--- src/rtl/wptr_full_gen_if.sv ---
// rtl/wptr_full_gen_if.sv - write-client/RAM/read-side bundle for wptr_full_gen (optional wovf/wovf_cnt under WPTR_FULL_GEN_OVF_EN)
interface wptr_full_gen_if #(
    parameter int ADDRSIZE = 4
);
    logic                wpush;
    logic [ADDRSIZE:0]   rptr_wclk;
    logic [ADDRSIZE:0]   afull_thr;
    logic [ADDRSIZE-1:0] waddr;
    logic                wen;
    logic [ADDRSIZE:0]   wptr;
    logic                wfull;
    logic                wafull;
    logic [ADDRSIZE:0]   wcount;
`ifdef WPTR_FULL_GEN_OVF_EN
    logic                wovf;
    logic [7:0]          wovf_cnt;

    modport master (
        output wpush, rptr_wclk, afull_thr,
        input  waddr, wen, wptr, wfull, wafull, wcount, wovf, wovf_cnt
    );
    modport slave (
        input  wpush, rptr_wclk, afull_thr,
        output waddr, wen, wptr, wfull, wafull, wcount, wovf, wovf_cnt
    );
`else
    modport master (
        output wpush, rptr_wclk, afull_thr,
        input  waddr, wen, wptr, wfull, wafull, wcount
    );
    modport slave (
        input  wpush, rptr_wclk, afull_thr,
        output waddr, wen, wptr, wfull, wafull, wcount
    );
`endif
endinterface

--- src/rtl/wptr_full_gen.sv ---
// rtl/wptr_full_gen.sv - async FIFO write pointer, full/almost-full/occupancy generator (optional overflow reporting under WPTR_FULL_GEN_OVF_EN)
module wptr_full_gen #(
    parameter int ADDRSIZE    = 4,
    parameter int SYNC_STAGES = 2
) (
    input logic             wclk,
    input logic             wrst,
    wptr_full_gen_if.slave  bus
);

    logic [ADDRSIZE:0] wbin_q, wbin_d;
    logic [ADDRSIZE:0] wptr_q, wptr_d;
    logic              wfull_q, wfull_d;
    logic              wafull_q, wafull_d;
    logic [ADDRSIZE:0] wcount_q, wcount_d;
    logic [SYNC_STAGES-1:0][ADDRSIZE:0] sync_q, sync_d;

    logic              accept;
    logic [ADDRSIZE:0] rq;
    logic [ADDRSIZE:0] rbin;
    logic [ADDRSIZE:0] full_cmp;

    // Read pointer crossing: a plain shift chain; only the last stage is used
    always_comb begin
        sync_d    = sync_q;
        sync_d[0] = bus.rptr_wclk;
        for (int i = 1; i < SYNC_STAGES; i++) begin
            sync_d[i] = sync_q[i-1];
        end
    end

    // Gray-to-binary of the synchronised read pointer (prefix XOR from the MSB)
    always_comb begin
        rq   = sync_q[SYNC_STAGES-1];
        rbin = '0;
        for (int i = 0; i <= ADDRSIZE; i++) begin
            rbin[i] = ^(rq >> i);
        end
    end

    // Next pointer and flag values; full compares against the current rq so flags stay pessimistic
    always_comb begin
        accept   = bus.wpush & ~wfull_q;
        wbin_d   = wbin_q + {{ADDRSIZE{1'b0}}, accept};
        wptr_d   = (wbin_d >> 1) ^ wbin_d;
        full_cmp = {~rq[ADDRSIZE:ADDRSIZE-1], rq[ADDRSIZE-2:0]};
        wfull_d  = (wptr_d == full_cmp);
        wcount_d = wbin_d - rbin;
        wafull_d = (wcount_d >= bus.afull_thr);
    end

    // State registers with synchronous reset
    always_ff @(posedge wclk) begin
        if (wrst) begin
            wbin_q   <= '0;
            wptr_q   <= '0;
            wfull_q  <= 1'b0;
            wafull_q <= 1'b0;
            wcount_q <= '0;
            sync_q   <= '0;
        end else begin
            wbin_q   <= wbin_d;
            wptr_q   <= wptr_d;
            wfull_q  <= wfull_d;
            wafull_q <= wafull_d;
            wcount_q <= wcount_d;
            sync_q   <= sync_d;
        end
    end

    assign bus.waddr  = wbin_q[ADDRSIZE-1:0];
    assign bus.wen    = accept;
    assign bus.wptr   = wptr_q;
    assign bus.wfull  = wfull_q;
    assign bus.wafull = wafull_q;
    assign bus.wcount = wcount_q;

`ifdef WPTR_FULL_GEN_OVF_EN
    logic       wovf_q, wovf_d;
    logic [7:0] wovf_cnt_q, wovf_cnt_d;

    // Rejected-push pulse and saturating reject counter
    always_comb begin
        wovf_d     = bus.wpush & wfull_q;
        wovf_cnt_d = wovf_cnt_q;
        if (wovf_d && (wovf_cnt_q != 8'hFF)) begin
            wovf_cnt_d = wovf_cnt_q + 8'd1;
        end
    end

    // Overflow registers with synchronous reset
    always_ff @(posedge wclk) begin
        if (wrst) begin
            wovf_q     <= 1'b0;
            wovf_cnt_q <= '0;
        end else begin
            wovf_q     <= wovf_d;
            wovf_cnt_q <= wovf_cnt_d;
        end
    end

    assign bus.wovf     = wovf_q;
    assign bus.wovf_cnt = wovf_cnt_q;
`endif

endmodule

--- src/flat_wrapper.sv ---
// flat-port wrapper written by rule: the top's interface ports become plain ports
module wptr_full_gen_flat 
#(
    parameter int ADDRSIZE    = 4,
    parameter int SYNC_STAGES = 2
)
  (wclk, wrst, bus_wpush, bus_rptr_wclk, bus_afull_thr, bus_waddr, bus_wen, bus_wptr, bus_wfull, bus_wafull, bus_wcount);
  wptr_full_gen_if #(.ADDRSIZE(ADDRSIZE)) bus_i ();
  input logic wclk;
  input logic wrst;
  input wire logic [$bits(bus_i.wpush)-1:0] bus_wpush;
  input wire logic [$bits(bus_i.rptr_wclk)-1:0] bus_rptr_wclk;
  input wire logic [$bits(bus_i.afull_thr)-1:0] bus_afull_thr;
  output wire logic [$bits(bus_i.waddr)-1:0] bus_waddr;
  output wire logic [$bits(bus_i.wen)-1:0] bus_wen;
  output wire logic [$bits(bus_i.wptr)-1:0] bus_wptr;
  output wire logic [$bits(bus_i.wfull)-1:0] bus_wfull;
  output wire logic [$bits(bus_i.wafull)-1:0] bus_wafull;
  output wire logic [$bits(bus_i.wcount)-1:0] bus_wcount;
  assign bus_i.wpush = bus_wpush;
  assign bus_i.rptr_wclk = bus_rptr_wclk;
  assign bus_i.afull_thr = bus_afull_thr;
  assign bus_waddr = bus_i.waddr;
  assign bus_wen = bus_i.wen;
  assign bus_wptr = bus_i.wptr;
  assign bus_wfull = bus_i.wfull;
  assign bus_wafull = bus_i.wafull;
  assign bus_wcount = bus_i.wcount;
  wptr_full_gen #(.ADDRSIZE(ADDRSIZE), .SYNC_STAGES(SYNC_STAGES)) u_core (.wclk(wclk), .wrst(wrst), .bus(bus_i));
endmodule
--- config.mk ---
export PLATFORM = sky130hd
export DESIGN_NAME = wptr_full_gen_flat
export DESIGN_NICKNAME = d
export VERILOG_FILES = /design/src/rtl/wptr_full_gen_if.sv /design/src/rtl/wptr_full_gen.sv /design/src/flat_wrapper.sv
export SDC_FILE = /design/constraint.sdc
export NUM_CORES = 1
export LEC_CHECK = 0
export CAP_MARGIN = 20
export CORE_ASPECT_RATIO = 0.5
export CORE_MARGIN = 4
export CORE_UTILIZATION = 43
export CTS_CLUSTER_DIAMETER = 50
export DETAILED_ROUTE_END_ITERATION = 8
export GPL_TIMING_DRIVEN = 0
export PLACE_DENSITY = 0.74
export SKIP_LAST_GASP = 1
export SYNTH_ARGS = -nofsm -noshare
export SYNTH_HDL_FRONTEND = slang
export SYNTH_SLANG_ARGS = --single-unit
--- constraint.sdc ---
create_clock -name wclk -period 2.91 [get_ports wclk]
set_clock_uncertainty 0.2 [all_clocks]
set_input_delay 0.582 -clock wclk [delete_from_list [all_inputs] [get_ports wclk]]
set_output_delay 0.582 -clock wclk [all_outputs]
set_load 0.02 [all_outputs]
==> results.py <==
metrics = {
    "timing": {
        "finalCritPeriodShare_pct": 99.97,
        "hold_viol": 0,
        "grt_setup_unrepaired": "true",
        "slew_headroom_pct": 70.18,
        "fmax_mhz": 343.8,
        "layout_setup_ws_ns": 0.0009841,
        "setup_viol": 0,
        "tightestPinTransition_ns": 0.4473,
        "period_needed_ns": 2.909,
        "slew_viol_final": 0,
        "whs_ns": 0.2434,
    },
    "worst_setup_path": {
        "crit_buf_inv": 0,
        "slowest_delay_ns": 0.39,
        "start_kind": "flip-flop",
        "endpoint_kind": "flip-flop",
        "cp_top_family": "XOR/XNOR gates",
        "crit_chain": "xor2_4, xnor2_2, xor2_2, xnor2_1, ha_2, fa_2, nand2b_4, o21ai_4, xor2_2, ha_4, nor2_4, a211oi_2",
        "worstSetupPathType": "flip-flop to flip-flop",
        "cp.arrival_ns": 2.86,
        "cp_slowest_cell": "fa_2",
        "cp_common_cell": "xor2_2",
        "cp.required_ns": 2.86,
        "path_max_fanout": 2,
    },
    "global_route": {
        "grt_pass1_vias": 867,
        "grt_max_degree": 16,
        "antenna_found_initial": 0,
        "grt_first_pass_wirelength_um": 3808,
        "grt-ovfl-total": 0,
        "grt_usage_pct": 13.90,
    },
    "route": {
        "drtIter0Drc": 37,
        "ant_nets": 0,
        "wl_per_cell_um": 13.07,
        "vias": 869,
        "drc_errors": 0,
        "firstDrtPassIters": 4,
        "via_per_inst": 4.526,
        "drt_wl_total_um": 2510,
    },
    "floorplan": {
        "die_area_um2": 3667,
        "die_w_um": 81.73,
        "core_um2": 2586,
        "io_pins": 30,
        "die_h_um": 44.87,
        "initial_core_util_pct": 45.19,
        "rows": 13,
    },
    "layout": {
        "fin_util_pct": 69.81,
        "area.growth.synth_to_final_pct": 54.50,
        "post_layout_nonfiller_instances": 192,
        "diodes": 0,
        "final_common_cell": "clkdlybuf4s50_1",
        "n_fill_cell": 178,
        "drive_gt1_share_pct": 24.52,
        "mostFrequentLayoutCells": "28 x clkdlybuf4s50_1, 24 x dfxtp_1, 15 x nor2b_1",
        "fin_nets": 180,
        "stdcell_area_um2": 1805,
    },
    "pwr": {
        "switching_power_uw": 310.5,
        "vdd_drop_max_uv": 357.2,
        "seqPwrFrac_pct": 36.9,
        "p_clk_share_pct": 27.2,
        "power.internal_uw": 780.6,
        "p_leak_nw": 0.7187,
        "p_comb_share_pct": 35.8,
        "power_density_nw_per_um2": 604.3,
        "netSwitchingFraction_pct": 28.46,
    },
    "placement": {
        "post_dp_cell_area_um2": 1523,
        "post-place-ws_ns": -0.5502,
        "dp_cells": 180,
        "port_buffers": 29,
        "place.gp.congestion": 0.7603,
        "hpwl_um": 1627,
    },
    "clocking": {
        "cts_made_buffers": 3,
        "clk_pin_slew_ns": 0.09,
        "cts_tree": "built",
        "cts_max_level": 1,
        "clock_latency_ns": 0.27,
        "cts.sink_count": 26,
        "ctsLongestPathBuffers": 2,
        "postCtsHoldBufs": 0,
        "ctsRootBufferMaster": "clkbuf_8",
    },
    "flow_run": {
        "cap_violations": 0,
    },
    "synthesis": {
        "synth_seq_cells": 26,
        "netlist_instances": 114,
        "ys_warn_count": 0,
        "synth_area_um2": 1169,
        "ys_seq_area_share_pct": 44.54,
        "synth.distinct_cells": 23,
        "syn_nets": 138,
        "avgSynthCellArea_um2": 10.25,
    },
    "status": {
        "status": "complete, no violations",
    },
    "min_path": {
        "min_path_type": "flip-flop to flip-flop",
    },
}
-- per-layer routing --
layer  GRT usage [%]  up-vias  share of wire (%)
li1                -      440                  -
met1           17.00      395                 43
met2           23.92       30                 50
met3           4.183        4                5.4
met4           4.305        0                2.1
met5               0        -                  0
-- through the flow --
stage | setup TNS (ns) | total power [mW]
after floorplan | 0 | 0.5925
after global placement | -0.9985 | 0.6903
after detailed placement | -1.017 | 0.6992
after CTS | 0 | 1.028
after global routing | -0.1187 | 1.150
final | 0 | 1.091
-- logic make-up (layout without fill, tap and decap cells) --
logic type | count (synthesis) | after routing | share of synthesized area [%]
compound gates | 8 | 8 | 4.282
xor+xnor | 21 | 21 | 17.56
fa+ha+maj | 11 | 11 | 12.42
buf+inv | 11 | 52 | 3.533
flops | 26 | 26 | 44.54
simple gates | 37 | 37 | 17.67
-- worst paths after layout --
check / start / to / slack (ns) / depth (start not counted)
worst min-delay path: u_core.sync_d[9] / u_core.rq[4] / 0.24 / 1
worst max register to register: u_core.rq[4] / u_core.bus.wafull / 0.001 / 12
worst min register to register: u_core.sync_d[9] / u_core.rq[4] / 0.24 / 1
worst max-delay path: u_core.rq[4] / u_core.bus.wafull / 0.001 / 12
-- power by group through the flow --
stage	clock, mW	sequential [mW]	combinational (mW)
floorplan	0	0.443	0.149
global placement	0	0.409	0.282
detailed placement	0	0.411	0.289
CTS	0.300	0.403	0.325
global route	0.316	0.406	0.428
finish	0.297	0.403	0.391
-- sequential cells by signal, indices dropped and copies added (netlist names) --
name and count:
u_core.sync_d 5, u_core.rq 5, u_core.bus.wcount 5, u_core.bus.wptr 5, u_core.bus.wafull 1, u_core.bus.wfull 1, u_core.wbin_q 4
-- cells in the mapped netlist --
cell type  number  area share, %
dfxtp_1        26             45
nor2b_1        15            8.0
nor2_1         12            3.9
xnor2_1        11            8.2
ha_1           10             11
inv_1           9            2.9
xor2_1          8            6.0
a21oi_1         3            1.3
nand2b_1        3            1.6
clkbuf_1        2           0.64
o21ai_1         2           0.86
or3_1           2            1.1
a211oi_1        1           0.64
a211oi_2        1            1.1
and2_1          1           0.54
and2b_2         1           0.75
fa_1            1            1.7
nand3_1         1           0.43
nand3_2         1           0.86
nand4_1         1           0.54
o21ai_0         1           0.43
xnor3_1         1            1.9
xor2_2          1            1.4
-- cell type report --
type	count	area (µm²)	share of cell area (%)
inverters	9	36.28	2.010
well taps	37	46.29	2.564
multi-input cells	77	769.5	42.62
repair buffers	37	349.1	19.33
clock buffers	3	41.29	2.287
clock inverters	1	30.03	1.663
flip-flops and latches	26	525.5	29.11
plain buffers	2	7.507	0.4158
-- what timing repair did --
action                     4_1_cts  5_1_grt
setup endpoints to repair        1        1
pin swaps                       10       10
resized for setup               15       14
setup buffers                    8        0
Note: power is estimated with default switching activity, not from simulation.
